**src/rtl/clock_mode_controller_pkg.sv**
```systemverilog
// Shared definitions for the clock mode controller: FSM state encoding
// and the mapping from internal state to the externally visible mode code.
package clock_mode_controller_pkg;

    typedef enum logic [1:0] {
        ST_RUN      = 2'd0,
        ST_SET_HOUR = 2'd1,
        ST_SET_MIN  = 2'd2
    } state_t;

    localparam logic [1:0] MODE_RUN      = 2'd0;
    localparam logic [1:0] MODE_SET_HOUR = 2'd1;
    localparam logic [1:0] MODE_SET_MIN  = 2'd2;

    // Mode code shown to the outside world; the unused encoding reads as RUN.
    function automatic logic [1:0] mode_of(input state_t s);
        logic [1:0] m;
        case (s)
            ST_RUN:      m = MODE_RUN;
            ST_SET_HOUR: m = MODE_SET_HOUR;
            ST_SET_MIN:  m = MODE_SET_MIN;
            default:     m = MODE_RUN;
        endcase
        return m;
    endfunction

endpackage

```
**src/rtl/button_autorepeat.sv**
```systemverilog
// Press detector with press-and-hold auto-repeat for one debounced button.
// o_Pulse is combinational: it is high in the cycle of the press, and again
// P_REPEAT_DELAY cycles after the press, then every P_REPEAT_PERIOD cycles
// while the button stays held. i_Clear suppresses the pulse and disarms the
// repeat, so a fresh press is needed afterwards.
module button_autorepeat #(
    parameter int unsigned P_REPEAT_DELAY  = 25_000_000,
    parameter int unsigned P_REPEAT_PERIOD = 5_000_000
) (
    input  logic i_Clock,
    input  logic i_Reset_n,
    input  logic i_Btn,
    input  logic i_Clear,
    output logic o_Pulse
);

    localparam int unsigned RMAX = (P_REPEAT_DELAY > P_REPEAT_PERIOD) ? P_REPEAT_DELAY : P_REPEAT_PERIOD;
    localparam int CW = $clog2(RMAX + 1);
    localparam logic [CW-1:0] LIM_DELAY  = CW'(P_REPEAT_DELAY);
    localparam logic [CW-1:0] LIM_PERIOD = CW'(P_REPEAT_PERIOD);

    logic          prev_r;
    logic          active_r;
    logic          rep_r;
    logic [CW-1:0] cnt_r;
    logic          press_s;
    logic          repeat_s;
    logic [CW-1:0] limit_s;

    assign press_s  = i_Btn & ~prev_r;
    assign limit_s  = rep_r ? LIM_PERIOD : LIM_DELAY;
    assign repeat_s = active_r & i_Btn & (cnt_r == limit_s);
    assign o_Pulse  = ~i_Clear & (press_s | repeat_s);

    // Track previous level and count cycles since the last press/repeat pulse.
    always_ff @(posedge i_Clock or negedge i_Reset_n) begin
        if (!i_Reset_n) begin
            prev_r   <= 1'b1;
            active_r <= 1'b0;
            rep_r    <= 1'b0;
            cnt_r    <= '0;
        end else begin
            prev_r <= i_Btn;
            if (i_Clear || !i_Btn) begin
                active_r <= 1'b0;
                rep_r    <= 1'b0;
                cnt_r    <= '0;
            end else if (press_s) begin
                active_r <= 1'b1;
                rep_r    <= 1'b0;
                cnt_r    <= CW'(1);
            end else if (repeat_s) begin
                rep_r <= 1'b1;
                cnt_r <= CW'(1);
            end else if (active_r && (cnt_r != limit_s)) begin
                cnt_r <= cnt_r + CW'(1);
            end else begin
                cnt_r <= cnt_r;
            end
        end
    end

endmodule

```
**src/rtl/clock_mode_controller.sv**
```systemverilog
// Mode sequencer for the clock_counters datapath: RUN lets time advance,
// SET_HOUR / SET_MIN pause seconds and issue single-cycle manual increments
// from the Set button (with auto-repeat), returning to RUN on Mode or after
// an inactivity timeout. All outputs are registered from the next state so
// o_Mode and the enables/blink flags always change together.
module clock_mode_controller
    import clock_mode_controller_pkg::*;
#(
    parameter int unsigned P_REPEAT_DELAY  = 25_000_000,
    parameter int unsigned P_REPEAT_PERIOD = 5_000_000,
    parameter int unsigned P_TIMEOUT_SEC   = 30
) (
    input  logic       i_Clock,
    input  logic       i_Reset_n,
    input  logic       i_Tick_1Hz,
    input  logic       i_Btn_Mode,
    input  logic       i_Btn_Set,
    output logic       o_Reset_Sec,
    output logic       o_Enable_Increment,
    output logic       o_Enable_Count_Sec,
    output logic       o_Enable_Count_Min,
    output logic       o_Enable_Count_Hour,
    output logic       o_Blink_Hour,
    output logic       o_Blink_Min,
    output logic [1:0] o_Mode
);

    localparam int TW = $clog2(P_TIMEOUT_SEC + 1);
    localparam logic [TW-1:0] TMO_LAST = TW'(P_TIMEOUT_SEC - 1);
    localparam logic [TW-1:0] TMO_MAX  = TW'(P_TIMEOUT_SEC);

    state_t        state_r;
    state_t        state_next_s;
    logic          mode_prev_r;
    logic [TW-1:0] tmo_r;
    logic          phase_r;
    logic          phase_next_s;
    logic          mode_press_s;
    logic          in_set_s;
    logic          timeout_s;
    logic          clear_s;
    logic          set_pulse_s;

    assign mode_press_s = i_Btn_Mode & ~mode_prev_r;
    assign in_set_s     = (state_r == ST_SET_HOUR) | (state_r == ST_SET_MIN);
    // The tick that would take the idle count to the limit is the timeout event.
    assign timeout_s    = in_set_s & i_Tick_1Hz & (tmo_r >= TMO_LAST);
    // Set is ignored in RUN and dropped whenever the state is about to change.
    assign clear_s      = ~in_set_s | mode_press_s | timeout_s;

    button_autorepeat #(
        .P_REPEAT_DELAY (P_REPEAT_DELAY),
        .P_REPEAT_PERIOD(P_REPEAT_PERIOD)
    ) u_set_repeat (
        .i_Clock  (i_Clock),
        .i_Reset_n(i_Reset_n),
        .i_Btn    (i_Btn_Set),
        .i_Clear  (clear_s),
        .o_Pulse  (set_pulse_s)
    );

    // Next-state selection: Mode steps the cycle, timeout or illegal state goes to RUN.
    always_comb begin
        state_next_s = state_r;
        case (state_r)
            ST_RUN: begin
                if (mode_press_s) state_next_s = ST_SET_HOUR;
                else              state_next_s = ST_RUN;
            end
            ST_SET_HOUR: begin
                if (mode_press_s)   state_next_s = ST_SET_MIN;
                else if (timeout_s) state_next_s = ST_RUN;
                else                state_next_s = ST_SET_HOUR;
            end
            ST_SET_MIN: begin
                if (mode_press_s)   state_next_s = ST_RUN;
                else if (timeout_s) state_next_s = ST_RUN;
                else                state_next_s = ST_SET_MIN;
            end
            default: state_next_s = ST_RUN;
        endcase
    end

    // Blink phase: idle in RUN, snaps visible on an increment, else toggles per tick.
    always_comb begin
        phase_next_s = phase_r;
        if (state_next_s == ST_RUN)  phase_next_s = 1'b0;
        else if (set_pulse_s)        phase_next_s = 1'b0;
        else if (i_Tick_1Hz)         phase_next_s = ~phase_r;
        else                         phase_next_s = phase_r;
    end

    // State, timeout counter, edge-detect history and all registered outputs.
    always_ff @(posedge i_Clock or negedge i_Reset_n) begin
        if (!i_Reset_n) begin
            state_r             <= ST_RUN;
            mode_prev_r         <= 1'b1;
            tmo_r               <= '0;
            phase_r             <= 1'b0;
            o_Mode              <= MODE_RUN;
            o_Reset_Sec         <= 1'b0;
            o_Enable_Increment  <= 1'b0;
            o_Enable_Count_Sec  <= 1'b0;
            o_Enable_Count_Min  <= 1'b0;
            o_Enable_Count_Hour <= 1'b0;
            o_Blink_Hour        <= 1'b0;
            o_Blink_Min         <= 1'b0;
        end else begin
            state_r     <= state_next_s;
            mode_prev_r <= i_Btn_Mode;
            phase_r     <= phase_next_s;

            if (!in_set_s || mode_press_s || set_pulse_s || (state_next_s == ST_RUN)) begin
                tmo_r <= '0;
            end else if (i_Tick_1Hz && (tmo_r != TMO_MAX)) begin
                tmo_r <= tmo_r + TW'(1);
            end else begin
                tmo_r <= tmo_r;
            end

            o_Mode              <= mode_of(state_next_s);
            o_Reset_Sec         <= ((state_r == ST_SET_MIN) & mode_press_s) | timeout_s;
            o_Enable_Increment  <= set_pulse_s;
            o_Enable_Count_Sec  <= (state_r == ST_RUN) & (state_next_s == ST_RUN) & i_Tick_1Hz;
            o_Enable_Count_Hour <= (state_next_s == ST_RUN) |
                                   ((state_next_s == ST_SET_HOUR) & set_pulse_s);
            o_Enable_Count_Min  <= (state_next_s == ST_RUN) |
                                   ((state_next_s == ST_SET_MIN) & set_pulse_s);
            o_Blink_Hour        <= (state_next_s == ST_SET_HOUR) & phase_next_s;
            o_Blink_Min         <= (state_next_s == ST_SET_MIN) & phase_next_s;
        end
    end

endmodule

```
**config.mk**
```make
export PLATFORM = sky130hd
export DESIGN_NAME = clock_mode_controller
export DESIGN_NICKNAME = d
export VERILOG_FILES = /design/src/rtl/clock_mode_controller_pkg.sv /design/src/rtl/button_autorepeat.sv /design/src/rtl/clock_mode_controller.sv
export SDC_FILE = /design/constraint.sdc
export NUM_CORES = 1
export LEC_CHECK = 0
export CAP_MARGIN = 20
export CELL_PAD_IN_SITES_DETAIL_PLACEMENT = 1
export CELL_PAD_IN_SITES_GLOBAL_PLACEMENT = 1
export CORE_UTILIZATION = 46
export DETAILED_ROUTE_END_ITERATION = 12
export HOLD_SLACK_MARGIN = 0.05
export PLACE_DENSITY = 0.85
export SYNTH_ARGS = -nofsm -noshare
export SYNTH_HDL_FRONTEND = slang
export SYNTH_SLANG_ARGS = --single-unit
export TNS_END_PERCENT = 1
```
**constraint.sdc**
```tcl
create_clock -name i_Clock -period 2.3 [get_ports i_Clock]
set_input_delay 0.345 -clock i_Clock [delete_from_list [all_inputs] [get_ports i_Clock]]
set_output_delay 0.345 -clock i_Clock [all_outputs]
set_load 0.02 [all_outputs]
```
* After elaboration in Yosys (flattened, before gate mapping)
Cells that the tools add are included.
Storage, ports and cells: bits of input ports 5, logic and storage cells 88, register bits after elaboration 46, output and inout port bits 9
Cells by class: mux-type cells 22, equality and inequality tests 7, order comparisons 1, reductions and logical operators 14, $add $sub $neg 2, bitwise logic cells 26
Operators by type and width (number):
- 2-to-1 mux 25 bit | 5
- adder 25 x 1 -> 25 bit (second input constant) | 1
- == test 25 bit | 1
- inequality test 25 bit | 1
- bitwise AND 1 bit | 14
- 2-to-1 mux 1 bit | 10
- 2-to-1 mux 5 bit | 2
- OR 1 bit | 7
- 2-to-1 mux 2 bit | 3
- case mux 2 bit (3 select lines) | 1
- adder 5 x 1 -> 5 bit (second input constant) | 1
- >= comparator 5 bit (second input constant) | 1
- inequality test 5 bit (second input constant) | 1
- inverter 1 bit | 5
- == test 2 x 1 -> 1 bit (second input constant) | 2
- == test 2 bit (second input constant) | 2
- zero test 2 bit | 2
- logical OR 1 bit | 4
- case mux 2 bit (2 select lines) | 1
- nonzero test 2 bit | 2
- nonzero test 4 bit | 1
- nonzero test 3 bit | 1
- logical AND 1 bit | 2
- zero test 1 bit | 2

* Depth between registers and ports, before layout
depth in word-level cells 10, gate-level depth with buffers 8, mapped depth without buffers 8

* Hierarchy
Synthesis repeated with hierarchy kept, for this count alone.
Unflattened totals: cell total of the unflattened synthesis 238, area total of the unflattened synthesis 2479.9 um^2
By module, submodules not included:
- button_autorepeat | area each 1576.5 um^2, seq. area each 701.9 um^2, cells each 160, times used 1
- clock_mode_controller | area each 903.4 um^2, seq. area each 451.7 um^2, cells each 78, times used 1

* Least setup slack after synthesis
No wires, ideal clock.
kind flip-flop to flip-flop, start register tmo_r[0], end register u_set_repeat.cnt_r[17], buffers on the path 1, stages on the path, launching flop included 8, period minus slack after synthesis 1.991 ns, data required time 2.223 ns, path slack 0.309 ns, data arrival time 1.914 ns, setup time 0.077 ns, cells stage by stage dfrtp_1 -> ha_1 -> nor3_1 -> o21ai_1 -> or2_2 -> nand2b_4 -> buf_2 -> a21oi_1
On the way: cells in the longest elaborated chain, start to end 5, elaborated cells between the ends (all ways) 6, classes of those cells 1 x order compare; 1 x mux; 2 x bitwise; 2 x reduce/logical
RTL lines:
- start: declaration | line clock_mode_controller.sv:35 | logic [TW-1:0] tmo_r;
- start signal: assignment | line clock_mode_controller.sv:116 | tmo_r <= tmo_r + TW'(1);
- start signal: assignment | line clock_mode_controller.sv:118 | tmo_r <= tmo_r;
- >= comparator 5 bit * | line clock_mode_controller.sv:47 | assign timeout_s = in_set_s & i_Tick_1Hz & (tmo_r >= TMO_LAST);
- bitwise AND 1 bit * | line clock_mode_controller.sv:47
- OR 1 bit * | line clock_mode_controller.sv:49 | assign clear_s = ~in_set_s | mode_press_s | timeout_s;
- logical OR 1 bit * | line button_autorepeat.sv:44 | if (i_Clear || !i_Btn) begin
- nonzero test 4 bit (no source line) / 2-to-1 mux 25 bit (equally long branches)
- end signal: assignment | line button_autorepeat.sv:56 | cnt_r <= cnt_r + CW'(1);
- end signal: assignment | line button_autorepeat.sv:58 | cnt_r <= cnt_r;
- end: declaration | line button_autorepeat.sv:25 | logic [CW-1:0] cnt_r;
Mark *: on every way between the ends. The rest lies on a longest branch, timed or not. A chain may end at the register's enable or synchronous reset.

* Worst setup path after layout
start register u_set_repeat.cnt_r[0], end register o_Blink_Min
On the way: cells in the longest elaborated chain, start to end 7
RTL lines:
- == test 25 bit | line button_autorepeat.sv:32 | assign repeat_s = active_r & i_Btn & (cnt_r == limit_s);
- bitwise AND 1 bit | line button_autorepeat.sv:32
- OR 1 bit | line button_autorepeat.sv:33 | assign o_Pulse = ~i_Clear & (press_s | repeat_s);
- bitwise AND 1 bit | line button_autorepeat.sv:33
- 2-to-1 mux 1 bit | line clock_mode_controller.sv:88 | else if (set_pulse_s) phase_next_s = 1'b0;
- 2-to-1 mux 1 bit | line clock_mode_controller.sv:87 | if (state_next_s == ST_RUN) phase_next_s = 1'b0;
- bitwise AND 1 bit | line clock_mode_controller.sv:130 | o_Blink_Min <= (state_next_s == ST_SET_MIN) & phase_next_s;
- end signal: assignment | line clock_mode_controller.sv:130
- end: declaration | line clock_mode_controller.sv:24 | output logic o_Blink_Min,
No other way between the ends.

==> results.yml <==
run_status:
  status: "complete, no violations"
grt:
  antenna_found_initial: 0
  grt-ovfl-total: 0
  grt_start_max_net_pins: 39
  grt_usage_pct: 26.18
  grt_pass1_vias: 2090
  grt_pass1_wl_um: 10740
die:
  die_x_um: 75.28
  initial_core_util_pct: 48.05
  rows: 26
  io_pins: 14
  core-area_sq_mm: 0.005140
  chipHeight_um: 75.28
  die_area_sq_mm: 0.005666
logic_synthesis:
  synth_top_area_share_pct: 44.58
  synth_edf_count: 0
  synth.area.top_cells: "dfrtp_1, xor2_1, nor2_1"
  synth-xor-area-share_pct: 6.738
  synth.avg_cell_area_sq_um: 9.536
  yosysUniqueCellTypes: 51
  synth_area_leader_cell: "dfrtp_1"
  synth_area_sq_mm: 0.002470
  synthArstFlopShare_pct: 100.0
  synth_most_common_cell: "dfrtp_1"
  yosys_warnings: 0
  syn_inst: 259
  ys_seq_area_share_pct: 46.71
  synth_nets: 273
  synth_top_family_by_area: "simple AND/OR/NAND/NOR gates"
  synth_fa_ha_area_share_pct: 4.559
  synth.mux.area_fraction_pct: 0.4559
  synth_common_cells: "dfrtp_1, nor2_1, nand2_1"
  synth-simple-area-share_pct: 28.47
  ys_ff_latch: 46
  synth-compound-area-share_pct: 10.69
  ys.flop_type: "dfrtp_1"
placement:
  post-dp-hpwl_um: 4739
  place_area_sq_mm: 0.002770
  placed_cells: 352
  numPortBuffers: 13
  gp_congestion: 0.8641
timing:
  hold_violations: 0
  final.min_clock_period_ps: 2208
  rsz0062_at_grt: "no"
  fmax_mhz: 452.8
  skew_ps: 6.923
  finalSetupTns_ps: 0
  tightest_slew_ps: 858.7
  relSlewSlack_pct: 42.76
  fin_crit_sh_pct: 96.02
  setup_violations: 0
  timing.final.max_slew_violations: 0
critical_path:
  startpoint_type: "flip-flop"
  cp-end-kind: "flip-flop"
  critical_path_required_ps: 2500
  path_max_fanout: 6
  critPathArrivalTime_ps: 2410
  criticalPathCategory: "reg2reg"
finish:
  multiInputGateArea_sq_mm: 0.001261
  final_cells: 360
  fin_area_sq_mm: 0.002888
  antenna_cells: 0
  seq_area_sq_mm: 0.001154
  areaGrowthSynthToFinish_pct: 16.92
  num-fill-cells: 617
  drive_gt1_share_pct: 13.45
  final_nets: 303
detailed_routing:
  drc: 0
  drt_iter0_markers: 143
  vias: 2098
  totalWireLength_um: 6529
  wire_per_inst_um: 18.14
  ant_nets: 0
  via_per_inst: 5.828
  drtPass1Iterations: 4
cts:
  cts_tree: "yes"
  cts.clk_slew.worst_paths_ps: 90
  cts_root_buf: "clkbuf_8"
  numCtsBuffers: 5
  clock_latency_ps: 310
  postCtsSetupBuffers: 0
  clock_tree.buffer_depth: 2
  clkSinkCount: 46
  h-tree-depth: 2
flow_run:
  max_cap_violations: 0
pwr:
  peakVddDrop_v: 0.0003268
  leakagePower_uw: 0.001161
  p_per_area_mw_per_mm2: 774.2
hold_path:
  hold_class: "in2async"
logic make-up after synthesis:
logic type	count (synthesis)
AND/OR/NAND/NOR	127
adder cells (fa/ha/maj)	9
buffers and inverters	15
flip-flops	46
AO/OA/AOI/OAI	42
multiplexers	1
XOR/XNOR	19
repair_timing:
item,in CTS,in global routing
resized for setup,0,2
hold buffers,0,0
hold endpoints to repair,0,0
endpoints found under the setup margin,0,5
state kept, by name, indices dropped and copies added (netlist names), 2 cells and up:
| register | flops |
|---|---|
| tmo_r | 5 |
| o_Mode | 2 |
| state_r | 2 |
| u_set_repeat.cnt_r | 25 |
where the power goes:
group	leakage, uW	internal, uW	total [uW]	switching, uW
combinational	0.000488	254	660	406
clock	0.0000504	324	624	300
sequential	0.000623	897	951	54.4
stage by stage:
stage	setup slack [ps]	power, uW	util [%]	hold slack (ps)
finish	91.63	2236	56.18	134.7
global route	8.249	2348	56.18	201.2
CTS	89.64	2240	56.11	172.4
detailed placement	129.8	1621	53.89	505.0
global placement	212.2	1581	53.89	492.1
floorplan	309.0	1337	-	49.41
layout by cell type (no fill, tap or decap), drive strengths merged, types with 2 or more instances in the layout:
cell type / n
nor4: 7
clkdlybuf4s50: 12
nand4b: 2
buf: 15
inv: 11
nand2: 24
or4b: 3
xnor2: 3
nor3: 8
clkinvlp: 2
o21ai: 10
dfrtp: 44
nand3: 9
o21a: 2
xor2: 16
o2111ai: 2
or3: 4
and3: 6
dfstp: 2
nand4: 13
o311ai: 2
o31ai: 3
clkbuf: 5
ha: 9
a21oi: 14
nor2: 36
or4: 3
o211ai: 2
nand2b: 3
or2: 2
a31oi: 3
per-layer routing:
| metal | wire, um | GRT usage [%] |
|---|---|---|
| met4 | 133 | 8.848 |
| met2 | 3093 | 41.84 |
| met5 | 0 | 0 |
| met3 | 301 | 5.221 |
| met1 | 3001 | 35.67 |
layout make-up:
class / count / area share, %
multi-input cells: 198 / 43.67
flip-flops and latches: 46 / 39.95
clock buffers: 5 / 2.383
repair buffers: 27 / 7.972
clock inverters: 3 / 1.560
well taps: 70 / 3.033
inverters: 11 / 1.430
worst max-delay path, cell delays in order (launching register included):
cell and delay, ps:
dfrtp_1 450, inv_1 100, ha_1 160, or4b_1 500
nor4_4 220, o211ai_2 230, a21o_1 280, and3_1 170
final timing paths:
check	from	slack, ps	endpoint	depth (start not counted)
max	u_set_repeat.cnt_r[0]	90	o_Blink_Min	7
min	i_Reset_n	130	o_Enable_Count_Min	1
max reg2reg	u_set_repeat.cnt_r[0]	90	o_Blink_Min	7
min reg2reg	u_set_repeat.prev_r	580	tmo_r[3]	2
max in group asynchronous	i_Reset_n	1530	u_set_repeat.cnt_r[13]	2
min in group i_Clock	i_Btn_Mode	490	mode_prev_r	1
No activity file was read; power rests on OpenSTA's default activity.
